$ cat src/rtl/lcd_bus_rd.sv
// Read-side bus engine for the HD44780 LCD: single busy/address or data reads, optional busy-flag polling.
// Build option: define LCD_RD_SYNC_EN for a two-flop input stage on I_LCD_DATA (default: one flop).
module lcd_bus_rd #(
    parameter int T_AS_CYC   = 3,
    parameter int T_EN_CYC   = 25,
    parameter int T_HOLD_CYC = 3,
    parameter int T_GAP_CYC  = 20,
    parameter int POLL_MAX   = 1000
) (
    input  logic       I_CLK,
    input  logic       I_RSTF,
    output logic       O_LCD_EN,
    output logic       O_LCD_RS,
    output logic       O_LCD_RWF,
    input  logic [7:0] I_LCD_DATA,
    output logic       O_LCD_DATA_OE,
    input  logic       I_START,
    input  logic       I_RS,
    input  logic       I_POLL,
    output logic [7:0] O_RDATA,
    output logic       O_BUSY,
    output logic       O_DONE,
    output logic       O_TIMEOUT
);
    localparam logic [2:0] S_IDLE  = 3'd0;
    localparam logic [2:0] S_SETUP = 3'd1;
    localparam logic [2:0] S_EN_HI = 3'd2;
    localparam logic [2:0] S_HOLD  = 3'd3;
    localparam logic [2:0] S_GAP   = 3'd4;
    localparam logic [2:0] S_RETRY = 3'd5;
    localparam logic [2:0] S_DONE  = 3'd6;

    localparam logic [15:0] C_AS   = 16'(T_AS_CYC - 1);
    localparam logic [15:0] C_EN   = 16'(T_EN_CYC - 1);
    localparam logic [15:0] C_HOLD = 16'(T_HOLD_CYC - 1);
    localparam logic [15:0] C_GAP  = 16'(T_GAP_CYC - 1);
    localparam logic [15:0] C_PMAX = 16'(POLL_MAX);

    logic [2:0]  r_state;
    logic [15:0] r_cnt;
    logic [15:0] r_attempts;
    logic        r_rs;
    logic        r_poll;
    logic        r_timeout;
    logic [7:0]  r_rdata;
    logic [7:0]  w_stage;
    logic        w_cnt_zero;
    logic        w_retry;

`ifdef LCD_RD_SYNC_EN
    logic [7:0] r_stage1;
    logic [7:0] r_stage2;

    always_ff @(posedge I_CLK or negedge I_RSTF) begin
        if (!I_RSTF) begin
            r_stage1 <= 8'h00;
            r_stage2 <= 8'h00;
        end else begin
            r_stage1 <= I_LCD_DATA;
            r_stage2 <= r_stage1;
        end
    end
    assign w_stage = r_stage2;
`else
    logic [7:0] r_stage1;

    always_ff @(posedge I_CLK or negedge I_RSTF) begin
        if (!I_RSTF) r_stage1 <= 8'h00;
        else         r_stage1 <= I_LCD_DATA;
    end
    assign w_stage = r_stage1;
`endif

    assign w_cnt_zero = (r_cnt == 16'd0);
    // Another attempt only while the busy flag of this attempt is still set and budget remains.
    assign w_retry    = r_poll && r_rdata[7] && (r_attempts < C_PMAX);

    always_ff @(posedge I_CLK or negedge I_RSTF) begin
        if (!I_RSTF) begin
            r_state    <= S_IDLE;
            r_cnt      <= 16'd0;
            r_attempts <= 16'd0;
            r_rs       <= 1'b0;
            r_poll     <= 1'b0;
            r_timeout  <= 1'b0;
            r_rdata    <= 8'h00;
        end else begin
            case (r_state)
                S_IDLE: begin
                    if (I_START) begin
                        r_state    <= S_SETUP;
                        r_cnt      <= C_AS;
                        r_rs       <= I_RS;
                        r_poll     <= I_POLL & ~I_RS;
                        r_attempts <= 16'd1;
                        r_timeout  <= 1'b0;
                    end
                end
                S_SETUP: begin
                    if (w_cnt_zero) begin
                        r_state <= S_EN_HI;
                        r_cnt   <= C_EN;
                    end else begin
                        r_cnt <= r_cnt - 16'd1;
                    end
                end
                S_EN_HI: begin
                    if (w_cnt_zero) begin
                        r_state <= S_HOLD;
                        r_cnt   <= C_HOLD;
                        r_rdata <= w_stage;
                    end else begin
                        r_cnt <= r_cnt - 16'd1;
                    end
                end
                S_HOLD: begin
                    if (w_cnt_zero) begin
                        r_state <= S_GAP;
                        r_cnt   <= C_GAP;
                    end else begin
                        r_cnt <= r_cnt - 16'd1;
                    end
                end
                S_GAP: begin
                    if (!w_cnt_zero) begin
                        r_cnt <= r_cnt - 16'd1;
                    end else if (w_retry) begin
                        r_state <= S_RETRY;
                    end else begin
                        r_state   <= S_DONE;
                        r_timeout <= r_poll & r_rdata[7];
                    end
                end
                // Re-issue cycle mirrors the accept cycle so every attempt spans the same length.
                S_RETRY: begin
                    r_state    <= S_SETUP;
                    r_cnt      <= C_AS;
                    r_attempts <= r_attempts + 16'd1;
                end
                S_DONE: begin
                    r_state <= S_IDLE;
                end
                default: begin
                    r_state <= S_IDLE;
                end
            endcase
        end
    end

    assign O_LCD_EN      = (r_state == S_EN_HI);
    assign O_LCD_RWF     = (r_state == S_SETUP) || (r_state == S_EN_HI) || (r_state == S_HOLD);
    assign O_LCD_RS      = r_rs;
    assign O_LCD_DATA_OE = (r_state == S_IDLE) || (r_state == S_DONE);
    assign O_RDATA       = r_rdata;
    assign O_BUSY        = (r_state != S_IDLE);
    assign O_DONE        = (r_state == S_DONE);
    assign O_TIMEOUT     = r_timeout;
endmodule

$ cat config.mk
export PLATFORM = sky130hd
export DESIGN_NAME = lcd_bus_rd
export DESIGN_NICKNAME = d
export VERILOG_FILES = /design/src/rtl/lcd_bus_rd.sv
export SDC_FILE = /design/constraint.sdc
export NUM_CORES = 1
export LEC_CHECK = 0
export ABC_AREA = 1
export CAP_MARGIN = 20
export CORE_MARGIN = 1.5
export CORE_UTILIZATION = 45
export CTS_CLUSTER_SIZE = 24
export DETAILED_ROUTE_END_ITERATION = 8
export HOLD_SLACK_MARGIN = 0.02
export SLEW_MARGIN = 5
export SYNTH_ARGS = -nofsm -noshare
export SYNTH_HDL_FRONTEND = slang
export SYNTH_SLANG_ARGS = --single-unit
$ cat constraint.sdc
create_clock -name I_CLK -period 2 [get_ports I_CLK]
set_input_delay 0.6 -clock I_CLK [delete_from_list [all_inputs] [get_ports I_CLK]]
set_output_delay 0.6 -clock I_CLK [all_outputs]
set_load 0.005 [all_outputs]
* Word-level counts from Yosys, hierarchy flattened *
Cells that the tools add are included.

storage, ports and cells
  flip-flop bits (word level) = 54
  input port bits = 13

operators by class
  add/subtract/negate cells = 2
  $lt $le $gt $ge = 1
  equality and inequality tests = 13
  mux-type cells = 19
  bitwise gates (word level) = 3
  reductions and logical operators = 17

operators with widths
  kind                                                  number
  two-way mux 16 bit                                    6
  one-hot mux 16 bit (6 select lines)                   1
  one-hot mux 16 bit (2 select lines)                   1
  one-hot mux 3 bit (6 select lines)                    1
  adder 16 x 1 -> 16 bit, second input constant         1
  logical NOT 16 bit                                    1
  < comparator 16 x 10 -> 1 bit, second input constant  1
  subtractor 16 x 1 -> 16 bit, second input constant    1
  two-way mux 3 bit                                     5
  inequality test 2 bit, second input constant          6
  == test 3 bit, second input constant                  3
  == test 3 x 2 -> 1 bit, second input constant         2
  AND reduction 2 bit                                   3
  nonzero test 6 bit                                    1
  AND reduction 5 bit                                   1
  AND reduction 4 bit                                   1
  nonzero test 2 bit                                    2
  == test 3 x 1 -> 1 bit, second input constant         1
  logical NOT 3 bit                                     1
  logical OR 1 bit                                      3
  two-way mux 1 bit                                     3
  AND reduction 3 bit                                   1
  nonzero test 3 bit                                    1
  AND 1 bit                                             2
  5 further kinds                                       6

* Logic depth before layout (Yosys ltp) *
  word-level depth = 5
  gate-level depth with buffers = 13
  mapped depth without buffers = 11

* Least setup slack after synthesis *
OpenSTA, ideal clock, no wires.

  path type = register to register
  start = register r_cnt[0]
  end = register r_cnt[11]
  setup time = 0.113 ns
  data arrival time = 1.402 ns
  required time = 1.887 ns
  setup slack = 0.485 ns
  stages on the path, launching flop included = 11
  path buffers = 1
  period minus slack after synthesis = 1.515 ns
  path through = dfrtp_1 -> inv_1 -> ha_1 -> nand3_2 -> nor2_4 -> nand3_4 -> nand2_4 -> buf_4 -> o21ai_1 -> nand2_1 -> inv_1

between the ends
  word-level cells in the longest chain between the ends = 3
  elaborated cells between the ends (all ways) = 9
  classes of those cells = add/sub: 1; eq/ne: 1; mux: 5; reduce/logical: 2

ends and longest elaborated chain
  element                                                                     line  source
  start: declaration                                                          40    logic [15:0] r_cnt;
  start signal: assignment                                                    104   r_cnt <= r_cnt - 16'd1;
  start signal: assignment                                                    113   r_cnt <= r_cnt - 16'd1;
  start signal: assignment                                                    121   r_cnt <= r_cnt - 16'd1;
  subtractor 16 x 1 -> 16 bit or logical NOT 16 bit (tied branches)           -
  two-way mux 16 bit, or another cell as far along                            125   if (!w_cnt_zero) begin
  one-hot mux 16 bit (6 select lines) or AND reduction 3 bit (tied branches)  -

Several ways; a longest one is shown, not always the timed one. The select of a mux whose other input is x is not followed.
A chain may end at the register's enable or synchronous reset.

* Worst setup path after layout *
  start = register r_state[0]
  end = output O_LCD_RWF

between the ends
  word-level cells in the longest chain between the ends = 3
  elaborated cells between the ends (all ways) = 5
  classes of those cells = eq/ne: 3; reduce/logical: 2

ends and longest elaborated chain
  element                                                           line  source
  start: declaration                                                39    logic [2:0] r_state;
  start signal: assignment                                          80    r_state <= S_IDLE;
  start signal: assignment                                          91    r_state <= S_SETUP;
  start signal: assignment                                          101   r_state <= S_EN_HI;
  == test 3 x 1 -> 1 bit or == test 3 x 2 -> 1 bit (tied branches)  151   assign O_LCD_RWF = (r_state == S_SETUP) || (r_state == S_EN_HI) || (r_state == S_HOLD);
  logical OR 1 bit                                                  151
  logical OR 1 bit (*)                                              151
  end: declaration                                                  14    output logic O_LCD_RWF,

Mark *: on every way between the ends. The rest lies on a longest branch, timed or not.

==> results.yml <==
worst_setup_path:
  cp_max_fo: 5
  reg2regPathDepth: 8
  endpoint: "O_LCD_RWF"
  start_kind: "flip-flop"
  worstSetupEndpointType: "output pin"
  r2r_setup_slack_ns: 0.18
  timing.rr.start: "r_cnt[0]"
  worstPathArrival_ns: 1.33
  critical_path_class: "reg -> out"
  rr_endpoint: "r_state[0]"
  cp.required_ns: 1.40
  worstSetupStartpoint: "r_state[0]"
yosys:
  synth_cells: 414
  yosys_most_used_dff: "dfrtp_1"
  syn_avg_cell_area_um2: 7.50
  ys_seq_area_share_pct: 43.5
  syn_nets: 429
  synth_edf_count: 0
  synth.most_common_cell: "nand2_1"
  async_reset_ff_share_pct: 100
  yosysWarningCount: 0
  syn_area_mm2: 0.00311
  synth.distinct_cells: 33
  synth_common_cells: "nand2_1, inv_1, dfrtp_1, nor2_1, o21ai_0"
  yosysTopAreaCell: "dfrtp_1"
  ys_seq_elements: 54
  yosys-top-cells-area: "dfrtp_1, nand2_1, inv_1"
  synth_top_area_share_pct: 43.5
global_route:
  grt_use_met1_pct: 29.2
  met2_usage_pct: 30.1
  first_global_vias: 2451
  grt_max_degree: 42
  busiest_layer: "met2"
  grt_usage_pct: 19.6
  antenna_found_initial: 0
  overflow: 0
  grtUsageMet3_pct: 3.37
  grt_pass1_wl_mm: 11.5
power_and_ir_drop:
  switching_share_pct: 24.0
  power_frac_clock_pct: 35.6
  pwr-share-comb_pct: 4.4
  internal_power_mw: 1.41
  p_seq_share_pct: 60.0
  p_leak_nw: 2.00
  vdd_drop_max_v: 0.000307
  p_per_area_mw_per_mm2: 507
  power.switching_mw: 0.446
job:
  drv_cap: 0
clock_tree:
  cts_buffers: 5
  root_buffer: "clkbuf_8"
  htreeDepth: 2
  clk_latency_ns: 0.31
  clk_pin_slew_ns: 0.11
  cts_buffer_depth: 2
  tritoncts: "done"
  cts.sinks: 54
placement:
  gp_congestion: 0.861
  dpl.hpwl_mm: 5.00
  port_buffers: 27
  place_area_mm2: 0.00349
sta:
  fin_crit_sh_pct: 96.5
  worst_clock_skew_ns: 0.00901
  fin_crit_ns: 1.93
  fin_tns_setup_ns: 0
  slew_headroom_pct: 70.9
  hold_viol: 0
  tightest_slew_ns: 0.435
  setup_violations: 0
  rsz0062_at_grt: "no"
  max_clock_freq_mhz: 518
  maxSlewViolCount: 0
finish:
  layout.nets: 474
  final_area_mm2: 0.00366
  drive_above_1_share_pct: 16.3
  fill_cells: 666
  antenna_cells: 0
  area_growth_pct: 17.8
drt:
  wl_per_cell_um: 12.6
  drt_iter0_drc: 96
  finalWirelength_mm: 6.80
  via_count: 2661
  vias_per_cell: 4.93
  drcViolationCount: 0
  drtAntennaViolNets: 0
  first_pass_iters: 4
min_path:
  worstHoldPathType: "in -> async"
status:
  outcome: "complete, no violations"
die:
  start_util_pct: 46.2
  ios: 28
  dieArea_mm2: 0.00741
  core_mm2: 0.00672
  die_y_um: 86.1
  rows: 30
  die_x_um: 86.1
## routing by layer
metal | vias to the layer above | share of wire, %
met3 | 5 | 4.3
met4 | 0 | 0.81
li1 | 1387 | -
met2 | 50 | 44
met5 | - | 0
met1 | 1219 | 51
## stage by stage
stage / hold WS (ns) / setup slack, ns / utilization, % / cells / total power, mW
detailed placement: 0.461 / 0.0164 / 52.0 / 524 / 1.22
floorplan: 0.304 / 0.485 / - / 414 / 1.15
finish: 0.183 / 0.0709 / 54.5 / 540 / 1.86
global placement: 0.465 / 0.0728 / 52.0 / 524 / 1.22
CTS: 0.187 / 0.0119 / 53.7 / 534 / 1.90
global route: 0.193 / 0.00492 / 54.5 / 540 / 1.94
## kinds of logic (layout without fill, tap and decap cells)
| family | after synthesis | after routing | share of synthesized area [%] |
|---|---|---|---|
| buffers and inverters | 71 | 117 | 9.87 |
| xor gates and xnor gates | 6 | 6 | 1.69 |
| AOI/OAI and AO/OA | 54 | 54 | 10.5 |
| adders and majority gates | 2 | 2 | 0.806 |
| and+or+nand+nor | 227 | 227 | 33.6 |
| DFF | 54 | 54 | 43.5 |
## placed cells by master, fill, tap and decap left out, types with 6 or more instances in the layout
| master | n |
|---|---|
| inv_2 | 9 |
| nand2_1 | 126 |
| buf_4 | 15 |
| dfrtp_1 | 52 |
| nor3_1 | 6 |
| nand3_1 | 24 |
| nor2_1 | 37 |
| clkdlybuf4s50_1 | 21 |
| nor2_4 | 7 |
| a21oi_1 | 8 |
| o21ai_2 | 8 |
| inv_1 | 55 |
| o21ai_0 | 25 |
| nand2_2 | 7 |
## critical path, stage by stage, from the launching register on
cell and delay (ns):
dfrtp_1 0.44, buf_6 0.16, nor2_4 0.12, nor2_2 0.05, dlygate4sd2_1 0.25
## registers in the layout (all words and copies together) (netlist names)
name	flops
r_attempts	16
r_cnt	16
O_RDATA	8
r_stage1	8
r_state	3
O_LCD_RS	1
O_TIMEOUT	1
r_poll	1
## power by group through the flow
| stage | Sequential, mW | Clock [mW] | Combinational (mW) |
|---|---|---|---|
| 2_1_floorplan | 1.14 | 0 | 0.0147 |
| 3_3_place_gp | 1.14 | 0 | 0.0831 |
| 3_5_place_dp | 1.14 | 0 | 0.0842 |
| 4_1_cts | 1.11 | 0.696 | 0.0848 |
| 5_1_grt | 1.12 | 0.727 | 0.0917 |
| 6_report | 1.11 | 0.660 | 0.0814 |
## worst min path at each step
stage,endpoint,slack [ns],depth (start not counted)
2_1_floorplan,O_LCD_RS,0.30,0
3_3_place_gp,O_RDATA[1],0.46,2
3_5_place_dp,O_TIMEOUT,0.46,2
4_1_cts,r_cnt[10],0.19,1
5_1_grt,r_cnt[10],0.19,1
6_report,r_cnt[10],0.18,1
## area by class of cell
class	instances	area (µm²)	share of cell area, %
Clock buffer	5	68.8	1.88
Clock inverter	3	26.3	0.718
Inverter	65	246	6.74
Multi-Input combinational cell	289	1460	40.0
Sequential cell	54	1350	37.0
Tap cell	80	100	2.74
Timing Repair Buffer	44	400	10.9
## repair_timing
item | CTS | global route
buffers inserted | 2 | 6
hold buffers | 0 | 0
pin swaps | 0 | 1
endpoints found under the setup margin | 5 | 4
resized for setup | 11 | 5
(Power assumes the default switching activity.)
==> patch 1, RTL diff (same flow settings) <==
Build with the macro `LCD_RD_SYNC_EN` defined.
--- a/src/rtl/lcd_bus_rd.sv
+++ b/src/rtl/lcd_bus_rd.sv
@@ -1,4 +1,6 @@
 // Read-side bus engine for the HD44780 LCD: single busy/address or data reads, optional busy-flag polling.
 // Build option: define LCD_RD_SYNC_EN for a two-flop input stage on I_LCD_DATA (default: one flop).
+`define LCD_RD_SYNC_EN
+
 module lcd_bus_rd #(
     parameter int T_AS_CYC   = 3,
Formal check against the unedited RTL: same outputs for any inputs over 10 cycles, from zero or initial values and one cycle with I_RSTF low; that may be too few to reach the edited logic, so the function may still have changed.
==> patch 1 against the original RTL <==
  * Fmax is essentially flat
  * Count of clock-buffer cells in the layout rose by 4
  * Cell area is 9.2% higher
  * Setup slack got worse by 0.0013 ns
  * Routed wire length increased by 4.9%
  * Area after synthesis up 6.2%
  * Power rose by 34%
  * Global-route usage rose by 0.50 points
  * Highest routed layer unchanged
  * Sequential share of layout area is 1.9 points higher
  * Sequential cell count rose by 8
  * Clock power rose by 76%
==> patch 1: results (changes against the original RTL) <==
status finished, final reports clean; Distinct cells, synth 38 (+15%); WL met1 3.269 mm (-6.1%); layout cell share with drive strength beyond 1 14.08% (-2.2 points); sequential cell area share 38.90% (+1.9 points); Tot GR Track Use 20.11% (+0.50 points); clk tree area frac 5.136% (+2.5 points); Sink Count 62 (+15%); Routed WL 7.133 mm (+4.9%); Syn Nets 444 (+3.5%); most instantiated cells after synthesis nand2_1, dfrtp_1, inv_1, nor2_1, nand3_1; Signal buf overhead 10.21% (-0.73 points); Inverters, non-clock 70 (+7.7%); top post-synthesis cells by area dfrtp_1, nand2_1, inv_1, nor2_1, nand3_1; fraction of area in multi-input gates 35.86% (-4.1 points); Detail Placement HPWL 5.299 mm (+6.0%); routed wl met3 197 µm (-33%); clock slew at reported path FFs 0.09 ns (-0.02 ns); comb_multi_in 292 (+1.0%); post-route cell area 0.003995 mm² (+9.2%); first-pass GRT wire length 12.05 mm (+4.6%); Total Nets Final 493 (+4.0%); CP Max Fanout 4 (-1); WL met2 3.551 mm (+19%); vias 2778 (+4.4%); Post-Syn Instances 429 (+3.6%); DR iter-0 viols 159 (+66%); worst r2r path cells 9 (+1); H-tree depth 3 (+1); Slowest cell on crit path dfrtp_2; fillers 694 (+4.2%); nonclk buf count 43 (-2.3%); routability congestion estimate from global placement 0.8161 (-5.2%); worst skew pair latency 0.35 ns (+0.04 ns); largest net degree at the start of global routing 26 (-38%); placed cell areas 0.003752 mm² (+7.5%); IR drop worst, VDD 0.3219 mV (+4.9%)
==> patch 1: worst register-to-register path, delay by kind of cell (launching register included) <==
kind | cells | cell delay, ns
and+or+nand+nor | 6 | 0.67
DFF | 1 | 0.40
AOI/OAI and AO/OA | 1 | 0.26
adders and majority gates | 1 | 0.23
buffers and inverters | 1 | 0.13
==> patch 1: metal layers <==
layer,vias to the layer above,track usage [%]
li1,1448,-
met1,1279,25.61
met2,41,34.42
met3,10,3.358
met4,0,7.528
met5,-,0
==> patch 1: path summary, 6_finish.rpt <==
path | end | slack [ns]
worst max-delay path | O_LCD_RWF | 0.07
worst min-delay path | r_cnt[6]$_DFFE_PN0P_ | 0.19
worst max register to register | r_state[0]$_DFFE_PN0P_ | 0.18
worst min register to register | r_stage2[6]$_DFF_PN0_ | 0.34
max in group asynchronous | r_state[1]$_DFFE_PN0P_ | 1.29
min in group I_CLK | r_stage2[6]$_DFF_PN0_ | 0.34
==> patch 1: power by group through the flow <==
stage | sequential, mW | clock (mW) | combinational, mW
global placement | 1.30 | 0 | 0.0609
detailed placement | 1.30 | 0 | 0.0620
CTS | 1.27 | 1.19 | 0.0622
global route | 1.27 | 1.24 | 0.0678
floorplan | 1.30 | 0 | 0.00323
finish | 1.27 | 1.16 | 0.0589
==> patch 1: cell families after synthesis <==
kind of cell / synth area share [%]
compound gates: 7.970
xor+xnor: 0.5314
fa+ha+maj: 0.7589
buf+inv: 9.715
flops: 47.06
simple gates: 33.97
==> patch 1: timing repair <==
action / in CTS / in global routing
gates resized for setup: 9 / 2
pin swaps: 2 / 1
setup endpoints to repair: 5 / 1
gates cloned: 0 / 0
setup buffers: 3 / 1
hold buffers: 0 / 0
==> patch 2, RTL diff (same settings) <==
Without the edit above. Register the outputs `O_LCD_EN`, `O_LCD_RWF`, `O_LCD_DATA_OE`, `O_BUSY` and `O_DONE`; this adds one clock of latency there. The other outputs are not delayed to match.
--- a/src/rtl/lcd_bus_rd.sv
+++ b/src/rtl/lcd_bus_rd.sv
@@ -148,11 +148,13 @@
     end
 
-    assign O_LCD_EN      = (r_state == S_EN_HI);
-    assign O_LCD_RWF     = (r_state == S_SETUP) || (r_state == S_EN_HI) || (r_state == S_HOLD);
     assign O_LCD_RS      = r_rs;
-    assign O_LCD_DATA_OE = (r_state == S_IDLE) || (r_state == S_DONE);
     assign O_RDATA       = r_rdata;
-    assign O_BUSY        = (r_state != S_IDLE);
-    assign O_DONE        = (r_state == S_DONE);
+    always_ff @(posedge I_CLK) begin
+        O_LCD_EN      <= (r_state == S_EN_HI);
+        O_LCD_RWF     <= (r_state == S_SETUP) || (r_state == S_EN_HI) || (r_state == S_HOLD);
+        O_LCD_DATA_OE <= (r_state == S_IDLE) || (r_state == S_DONE);
+        O_BUSY        <= (r_state != S_IDLE);
+        O_DONE        <= (r_state == S_DONE);
+    end
     assign O_TIMEOUT     = r_timeout;
 endmodule
Function: changed (a bounded check fails within 4 cycles, from zero or initial values and one cycle with I_RSTF low).
==> patch 2 against the original RTL <==
  * Die area increased by 5.3%
  * Setup slack gained 0.11 ns
  * Critical path type unchanged
  * Clock skew is essentially flat
  * Routed wire length grew 2.3%
  * Clock power increased by 55%
  * Synthesized cell count grew 4.6%
  * Utilization up 1.3 points
  * Highest routed layer unchanged
  * Cell area grew 5.3%
  * Combinational power decreased by 31%
  * Sequential cell count up 5
  * Power grew 23%
  * Area after synthesis is 5.5% higher
  * Global-route usage grew 0.68 points
  * Sequential power grew 8%
==> patch 2: results (changes against the original RTL) <==
Adder-Cell Fraction of Synth Area 0.7637% (-0.042 points); H-tree depth 3 (+1); Reg2Reg Launch Point r_cnt[1]$_DFFE_PN0P_; Slew headroom 78.48% (+7.6 points); IR drop worst, VDD 0.4450 mV (+45%); Syn Nets 448 (+4.4%); clock slew at reported path FFs 0.08 ns (-0.03 ns); largest net degree at the start of global routing 36 (-14%); Seq/Total Area, Yosys 44.29% (+0.78 points); compound-cell area share of the yosys netlist 9.049% (-1.4 points); clk_skew 0.009143 ns (+0.0001351 ns); status finished, final reports clean; Worst Path Arrival 1.22 ns (-0.11 ns); Post-CTS Setup Repair Bufs 0 (-2); DR iter-0 viols 124 (+29%); placed cell areas 0.003670 mm² (+5.1%); leakage power 1.950 nW (-2.4%); clock group total power 1.02 mW (+55%); Sw Pwr 0.5805 mW (+30%); delay-heaviest family, CP buffers and inverters; vias 2800 (+5.2%); worst skew pair latency 0.34 ns (+0.03 ns); fraction of registers with async set/reset 91.53% (-8.5 points); CP Max Fanout 3 (-2); Detail Placement HPWL 5.157 mm (+3.1%); first-pass GRT wire length 12.24 mm (+6.2%); Crit. Startpoint O_RDATA[7]$_DFFE_PN0P_; vias in the first global route 2731 (+11%); Logic power comb 0.0563 mW (-31%); Slowest cell on crit path clkdlybuf4s50_1; total CTS buffers 9 (+4); wire per inst 12.12 µm (-3.7%)
patch 2: per-stage QoR:
step | util [%] | total power [mW] | worst slack (ns) | cells | hold WS (ns)
2_1_floorplan | - | 1.229 | 0.3700 | 433 | 0.3044
3_5_place_dp | 53.13 | 1.284 | -0.01975 | 558 | 0.4336
5_1_grt | 55.80 | 2.364 | 0.02495 | 574 | 0.06349
6_report | 55.80 | 2.276 | 0.1813 | 574 | 0.07256
3_3_place_gp | 53.13 | 1.283 | 0.02837 | 558 | 0.4340
4_1_cts | 55.80 | 2.316 | 0.1433 | 574 | 0.06426
patch 2: layout make-up:
| type | instances | area [µm²] |
|---|---|---|
| Clock inverter | 7 | 60.06 |
| Sequential cell | 59 | 1451 |
| Fill cell | 690 | 3053 |
| Inverter | 65 | 250.2 |
| Multi-Input combinational cell | 302 | 1503 |
| Clock buffer | 9 | 123.9 |
| Timing Repair Buffer | 36 | 345.3 |
| Tap cell | 96 | 120.1 |
patch 2: routing by layer:
metal | GRT usage, % | part of all wire, % | vias up
met1 | 25.04 | 45 | 1291
met5 | 0 | 0 | -
li1 | - | - | 1443
met3 | 4.478 | 4.2 | 6
met4 | 6.960 | 1.1 | 0
met2 | 35.11 | 50 | 60
patch 2: worst paths after layout:
path / end / cells past startpoint
setup / recovery: O_RDATA[7] / 1
setup reg to reg: r_cnt[13]$_DFFE_PN0P_ / 10
max in group asynchronous: O_RDATA[0]$_DFFE_PN0P_ / 2
min in group I_CLK: O_RDATA[4]$_DFFE_PN0P_ / 2
hold / removal: r_cnt[1]$_DFFE_PN0P_ / 1
hold reg to reg: O_RDATA[4]$_DFFE_PN0P_ / 2
